<file path="src/rtl/digital_tester_pkg.sv">
// Shared types and default widths for the digital tester pin sequencing logic.
package digital_tester_pkg;

  // Default widths used by the sequencer and its bench
  localparam int unsigned DefDataW   = 31;
  localparam int unsigned DefPeriodW = 16;
  localparam int unsigned DefCountW  = 32;
  localparam int unsigned DefLevelW  = 32;

  // Width of the FIFO output data word feeding the sequencer
  localparam int unsigned FifoDataW  = 32;

  // Sequencer control states
  typedef enum logic [1:0] {
    StIdle   = 2'd0,
    StFetch  = 2'd1,
    StHold   = 2'd2,
    StFinish = 2'd3
  } seq_state_e;

endpackage

</file>
<file path="src/rtl/seq_period_timer.sv">
// Loadable down-counter that paces vectors while the sequencer sits in HOLD.
// expired is high whenever the count has reached zero; the count stops there.
module seq_period_timer #(
  parameter int unsigned PERIOD_W = 16
) (
  input  logic                clk,
  input  logic                reset_n,
  input  logic                load,
  input  logic [PERIOD_W-1:0] load_val,
  output logic                expired
);

  localparam logic [PERIOD_W-1:0] PeriodOne = PERIOD_W'(1);

  logic [PERIOD_W-1:0] count_q;

  // Load takes priority over counting; otherwise count down and park at zero
  always_ff @(posedge clk) begin
    if (!reset_n) begin
      count_q <= '0;
    end else if (load) begin
      count_q <= load_val;
    end else if (count_q != '0) begin
      count_q <= count_q - PeriodOne;
    end
  end

  assign expired = (count_q == '0);

endmodule

</file>
<file path="src/rtl/vector_sequencer.sv">
// Pops test vectors from the pin-domain side of the host FIFO and drives them
// onto the tester pin bus at a programmable rate. A run is started and aborted
// by one-cycle pulses and is either bounded by a vector count or runs until
// the FIFO reports empty. Status (busy/done/underrun/vec_count) goes to PIOs.
module vector_sequencer
  import digital_tester_pkg::*;
#(
  parameter int unsigned DATA_W   = DefDataW,
  parameter int unsigned LEVEL_W  = DefLevelW,
  parameter int unsigned PERIOD_W = DefPeriodW,
  parameter int unsigned COUNT_W  = DefCountW
) (
  input  logic                 clk,
  input  logic                 reset_n,
  input  logic                 start,
  input  logic                 abort,
  input  logic [PERIOD_W-1:0]  cfg_period,
  input  logic [COUNT_W-1:0]   cfg_count,
  input  logic [LEVEL_W-1:0]   fifo_level,
  input  logic [FifoDataW-1:0] fifo_data,
  input  logic                 fifo_valid,
  output logic                 fifo_ready,
  output logic [DATA_W-1:0]    pin_data,
  output logic                 pin_strobe,
  output logic                 pin_active,
  output logic                 busy,
  output logic                 done,
  output logic                 underrun,
  output logic [COUNT_W-1:0]   vec_count,
  output logic                 fifo_nonempty
);

  localparam logic [PERIOD_W-1:0] PerOne   = PERIOD_W'(1);
  localparam logic [PERIOD_W-1:0] PerTwo   = PERIOD_W'(2);
  localparam logic [COUNT_W-1:0]  CountOne = COUNT_W'(1);

  seq_state_e          state_q;
  logic [PERIOD_W-1:0] per_q;
  logic [COUNT_W-1:0]  cnt_q;

  logic                transfer;
  logic                last_vec;
  logic [COUNT_W-1:0]  vec_count_inc;
  logic [PERIOD_W-1:0] per_start;
  logic                timer_load;
  logic [PERIOD_W-1:0] timer_load_val;
  logic                timer_expired;

  // Upper FIFO data bits beyond the pin width are intentionally dropped
  logic                unused_fifo_bits;
  assign unused_fifo_bits = ^fifo_data;

  // Pop request: only in FETCH, never in an abort cycle, never during reset
  assign fifo_ready    = reset_n && (state_q == StFetch) && !abort;
  assign transfer      = fifo_ready && fifo_valid;
  assign fifo_nonempty = (fifo_level != '0);
  assign busy          = (state_q != StIdle);

  assign vec_count_inc = vec_count + CountOne;
  // A bounded run ends on the transfer that brings the count up to cnt
  assign last_vec      = (cnt_q != '0) && (vec_count_inc == cnt_q);

  // A period of 0 behaves like 1 (one vector per clock)
  assign per_start     = (cfg_period == '0) ? PerOne : cfg_period;

  // FETCH and the transfer cycle account for two of the per cycles, HOLD the rest
  assign timer_load     = transfer && !last_vec && (per_q != PerOne);
  assign timer_load_val = per_q - PerTwo;

  seq_period_timer #(
    .PERIOD_W (PERIOD_W)
  ) u_timer (
    .clk      (clk),
    .reset_n  (reset_n),
    .load     (timer_load),
    .load_val (timer_load_val),
    .expired  (timer_expired)
  );

  // Run-control FSM with registered pin and status outputs
  always_ff @(posedge clk) begin
    if (!reset_n) begin
      state_q    <= StIdle;
      per_q      <= '0;
      cnt_q      <= '0;
      pin_data   <= '0;
      pin_strobe <= 1'b0;
      pin_active <= 1'b0;
      done       <= 1'b0;
      underrun   <= 1'b0;
      vec_count  <= '0;
    end else begin
      pin_strobe <= 1'b0;
      done       <= 1'b0;

      unique case (state_q)
        StIdle: begin
          // start together with abort is treated as no request at all
          if (start && !abort) begin
            per_q     <= per_start;
            cnt_q     <= cfg_count;
            vec_count <= '0;
            underrun  <= 1'b0;
            state_q   <= StFetch;
          end
        end

        StFetch: begin
          if (abort) begin
            state_q <= StFinish;
            done    <= 1'b1;
          end else if (fifo_valid) begin
            pin_data   <= fifo_data[DATA_W-1:0];
            pin_strobe <= 1'b1;
            pin_active <= 1'b1;
            vec_count  <= vec_count_inc;
            if (last_vec) begin
              state_q <= StFinish;
              done    <= 1'b1;
            end else if (per_q != PerOne) begin
              state_q <= StHold;
            end
          end else if (fifo_level == '0) begin
            // Truly empty: expected end for unbounded runs, a shortfall otherwise
            if (cnt_q != '0) begin
              underrun <= 1'b1;
            end
            state_q <= StFinish;
            done    <= 1'b1;
          end
          // Level non-zero but no valid yet: FIFO read latency, keep waiting
        end

        StHold: begin
          if (abort) begin
            state_q <= StFinish;
            done    <= 1'b1;
          end else if (timer_expired) begin
            state_q <= StFetch;
          end
        end

        StFinish: begin
          pin_active <= 1'b0;
          state_q    <= StIdle;
        end

        default: begin
          state_q <= StIdle;
        end
      endcase
    end
  end

endmodule
</file>
<file path="config.mk">
export PLATFORM = sky130hd
export DESIGN_NAME = vector_sequencer
export DESIGN_NICKNAME = d
export VERILOG_FILES = /design/src/rtl/digital_tester_pkg.sv /design/src/rtl/seq_period_timer.sv /design/src/rtl/vector_sequencer.sv
export SDC_FILE = /design/constraint.sdc
export NUM_CORES = 1
export LEC_CHECK = 0
export CAP_MARGIN = 20
export CORE_MARGIN = 2
export CORE_UTILIZATION = 40
export DETAILED_ROUTE_END_ITERATION = 16
export PLACE_DENSITY = 0.7
export SLEW_MARGIN = 30
export SYNTH_ARGS = -nofsm -noshare
export SYNTH_HDL_FRONTEND = slang
export SYNTH_SLANG_ARGS = --single-unit
</file>
<file path="constraint.sdc">
create_clock -name clk -period 2.7 [get_ports clk]
set_input_delay 0.54 -clock clk [delete_from_list [all_inputs] [get_ports clk]]
set_output_delay 0.54 -clock clk [all_outputs]
set_load 0.02 [all_outputs]
</file>
==> impl_metrics.env <==
export IMPL_crit_fanout=7
export IMPL_place_ws_ps=-237.8
export IMPL_synth_largest_type_area_fraction=0.3747
export IMPL_seq_power_share=0.339
export IMPL_critPathCapture="u_timer.count_q[2]"
export IMPL_synthDominantAreaCellType="sky130_fd_sc_hd__dfxtp_1"
export IMPL_syn_num_nets=1040
export IMPL_netlist_instances=916
export IMPL_ctsHoldBuffers=0
export IMPL_final_period_utilization=1.053
export IMPL_viasPerCell=5.431
export IMPL_setup_worst_path_start="vec_count[17]"
export IMPL_final_max_slew_violation_count=0
export IMPL_whs_ps=450.7
export IMPL_final_cells=1443
export IMPL_vias=7837
export IMPL_ff2ff_path_depth=10
export IMPL_grt_overflow_total=0
export IMPL_grt_antenna_before_repair=0
export IMPL_dpl_cell_count=1394
export IMPL_outcome="complete, but fails checks"
export IMPL_io_buffers=185
export IMPL_post_synth_top_count_cell="sky130_fd_sc_hd__nand2_1"
export IMPL_rsz_0062_raised_after_global_routing="true"
export IMPL_timing_clock_skew_ps=9.897
export IMPL_antenna_cells_inserted=0
export IMPL_tritoncts_num_buffers=17
export IMPL_synth_top_cells_by_count="sky130_fd_sc_hd__nand2_1 (189), sky130_fd_sc_hd__dfxtp_1 (133), sky130_fd_sc_hd__a21oi_1 (90), sky130_fd_sc_hd__nor2_1 (48), sky130_fd_sc_hd__o21ai_0 (47)"
export IMPL_ys_types=67
export IMPL_die_x_um=137.3
export IMPL_drt_total_wl_mm=23.62
export IMPL_die_area_sq_um=18850
export IMPL_drv_cap=0
export IMPL_post_route_drc_count=0
export IMPL_vdd_drop_max_mv=0.4416
export IMPL_synth_area_top_cells="sky130_fd_sc_hd__dfxtp_1 (37%), sky130_fd_sc_hd__nand2_1 (10%), sky130_fd_sc_hd__a21oi_1 (6.3%)"
export IMPL_min_delay_path_class="reg -> reg"
export IMPL_post_drt_wl_per_cell_um=16.37
export IMPL_p_leak_nw=4.268
export IMPL_power_frac_comb=0.321
export IMPL_crit_path_category="reg -> reg"
export IMPL_synthArstFlopShare=0
export IMPL_cts_htree_levels=4
export IMPL_power_share_clock=0.340
export IMPL_worst_skew_late_latency_ps=420
export IMPL_dr_first_iter_drc_count=582
export IMPL_gp_congestion=0.9300
export IMPL_tightestPinTransition_ps=980.3
export IMPL_layout_drive_gt1_share=0.2217
export IMPL_crit_path_start_kind="flip-flop"
export IMPL_timing_critical_path_required_ps=3060
export IMPL_synth_flop_cell="sky130_fd_sc_hd__dfxtp_1"
export IMPL_core_area_sq_um=17360
export IMPL_synth_yosys_seq_area_share=0.3747
export IMPL_post_synth_design_cell_area_sq_um=7106
export IMPL_number_of_flops_mapped_to_enable_cells_by_yosys=0
export IMPL_r2r_setup_slack_ps=-140
export IMPL_final_hold_viol_count=0
export IMPL_min_period_ps=2843
export IMPL_cellPowerDensity_nw_per_um2=630.2
export IMPL_hpwl_reported_at_the_end_of_detailed_placement_mm=17.53
export IMPL_worstPathArrival_ps=3200
export IMPL_first_global_vias=7274
export IMPL_post_synth_cell_area_avg_sq_um=7.757
export IMPL_start_util=0.4094
export IMPL_floorplan_io_pins=187
export IMPL_slew_headroom=0.3440
export IMPL_r2r_path_end="u_timer.count_q[2]"
export IMPL_cts_sink_count=133
export IMPL_total_switching_power_w=0.002287
export IMPL_cts_max_path_buffers=2
export IMPL_ys_warnings_count=0
export IMPL_violations="setup timing"
export IMPL_synth_seq_cells=133
export IMPL_first_pass_iters=5
export IMPL_cts_root_buffer_cell="sky130_fd_sc_hd__clkbuf_16"
export IMPL_die_height_um=137.3
export IMPL_track_usage=0.2466
export IMPL_critical_path_reg2reg_startpoint="vec_count[17]"
export IMPL_tritoncts="yes"
export IMPL_largest_net_degree_at_the_start_of_global_routing=60
export IMPL_grt_first_pass_wirelength_mm=36.43
export IMPL_timing_critical_path_to_type="flip-flop"
export IMPL_fin_setup_tns_ps=-1447
export IMPL_final_net_count=1329
export IMPL_fp_row_count=48
export IMPL_utilization=0.6416
export IMPL_max_freq_mhz=351.8
export IMPL_p_int_w=0.004731
export IMPL_timing_final_ws_setup_ps=-142.7
export IMPL_synthToLayoutAreaGrowth_pct=56.72
export IMPL_p_sw_frac=0.3259
export IMPL_clk_pin_slew_worst_paths_ps=60
export IMPL_setup_viol_count_final=16
export IMPL_drt_antenna_violating_nets=0
power groups by stage:
stage / Combinational, W / Clock, W / Sequential (W)
floorplan: 0.00129 / 0 / 0.00243
global placement: 0.00209 / 0 / 0.00242
detailed placement: 0.00212 / 0 / 0.00242
CTS: 0.00219 / 0.00242 / 0.00238
global route: 0.00247 / 0.00249 / 0.00241
finish: 0.00225 / 0.00238 / 0.00238
layout by cell type (no fill, tap or decap), types with 16 or more instances in the layout:
cell and count:
sky130_fd_sc_hd__a21oi_1 90, sky130_fd_sc_hd__buf_4 134, sky130_fd_sc_hd__clkbuf_16 17, sky130_fd_sc_hd__clkdlybuf4s50_1 183
sky130_fd_sc_hd__dfxtp_1 106, sky130_fd_sc_hd__dfxtp_2 16, sky130_fd_sc_hd__nand2_1 188, sky130_fd_sc_hd__nand3_1 23
sky130_fd_sc_hd__nand4_1 24, sky130_fd_sc_hd__nor2_1 43, sky130_fd_sc_hd__nor3_1 19, sky130_fd_sc_hd__nor4_1 29
sky130_fd_sc_hd__o21ai_0 44, sky130_fd_sc_hd__xnor2_1 35, sky130_fd_sc_hd__xor2_1 27
per-layer routing:
layer  global-route usage  up-vias  share of wire
li1                     -     3863              -
met1               0.3267     3661           0.44
met5                    0        -              0
met3              0.04967       28          0.076
met4              0.07617        0          0.015
met2               0.4038      285           0.46
logic make-up (layout without fill, tap and decap cells):
kind of cell    after synthesis  count (layout)  share of synthesized area
compound gates              220             220                     0.1909
xor+xnor                     65              65                    0.08012
fa+ha+maj                     7               7                    0.01233
buf+inv                      76             378                    0.04649
flops                       133             133                     0.3747
mux                           3               3                   0.004402
simple gates                412             412                     0.2911
worst min path at each step:
| stage | slack, ps | start | to | cells after the start |
|---|---|---|---|---|
| floorplan | 450 | cnt_q[26] | cnt_q[26] | 2 |
| global placement | 440 | pin_data[11] | pin_data[11] | 2 |
| detailed placement | 450 | pin_data[28] | pin_data[28] | 2 |
| CTS | 450 | pin_data[30] | pin_data[30] | 2 |
| global route | 470 | pin_data[25] | pin_data[25] | 2 |
| finish | 450 | pin_data[30] | pin_data[30] | 2 |
what timing repair did:
| action | CTS | global route |
|---|---|---|
| endpoints found under the setup margin | 20 | 24 |
| buffers inserted | 12 | 6 |
| gates resized for setup | 32 | 30 |
| pin swaps | 21 | 15 |
per-stage QoR:
stage / power, W / instance area, sq um
finish: 0.007018 / 11140
global route: 0.007374 / 11140
CTS: 0.006993 / 10950
detailed placement: 0.004545 / 10100
global placement: 0.004505 / 10100
floorplan: 0.003718 / 7269
state kept, by name (all words and copies together) (netlist names):
register	cells
cnt_q	32
done	1
per_q	16
pin_active	1
pin_data	31
pin_strobe	1
state_q	2
u_timer.count_q	16
underrun	1
vec_count	32
final cells by class:
class | count | area, sq um
clock buffer | 19 | 432.9
fill | 1488 | 6221
inverter | 15 | 56.30
sequential | 133 | 2724
timing repair buffer | 331 | 3029
clock inverter | 13 | 171.4
tap | 225 | 281.5
multi-input combinational | 707 | 4441
critical path, stage by stage, from the launching register on:
cell and delay, ps:
sky130_fd_sc_hd__dfxtp_2 400, sky130_fd_sc_hd__nand4_1 150, sky130_fd_sc_hd__or4_4 580, sky130_fd_sc_hd__a2111oi_4 310, sky130_fd_sc_hd__a31oi_2 80, sky130_fd_sc_hd__nor4_4 280
sky130_fd_sc_hd__nand4_1 220, sky130_fd_sc_hd__o21ai_4 240, sky130_fd_sc_hd__buf_4 150, sky130_fd_sc_hd__mux2_4 290, sky130_fd_sc_hd__nor2_1 80
No activity file was read; power rests on OpenSTA's default activity.
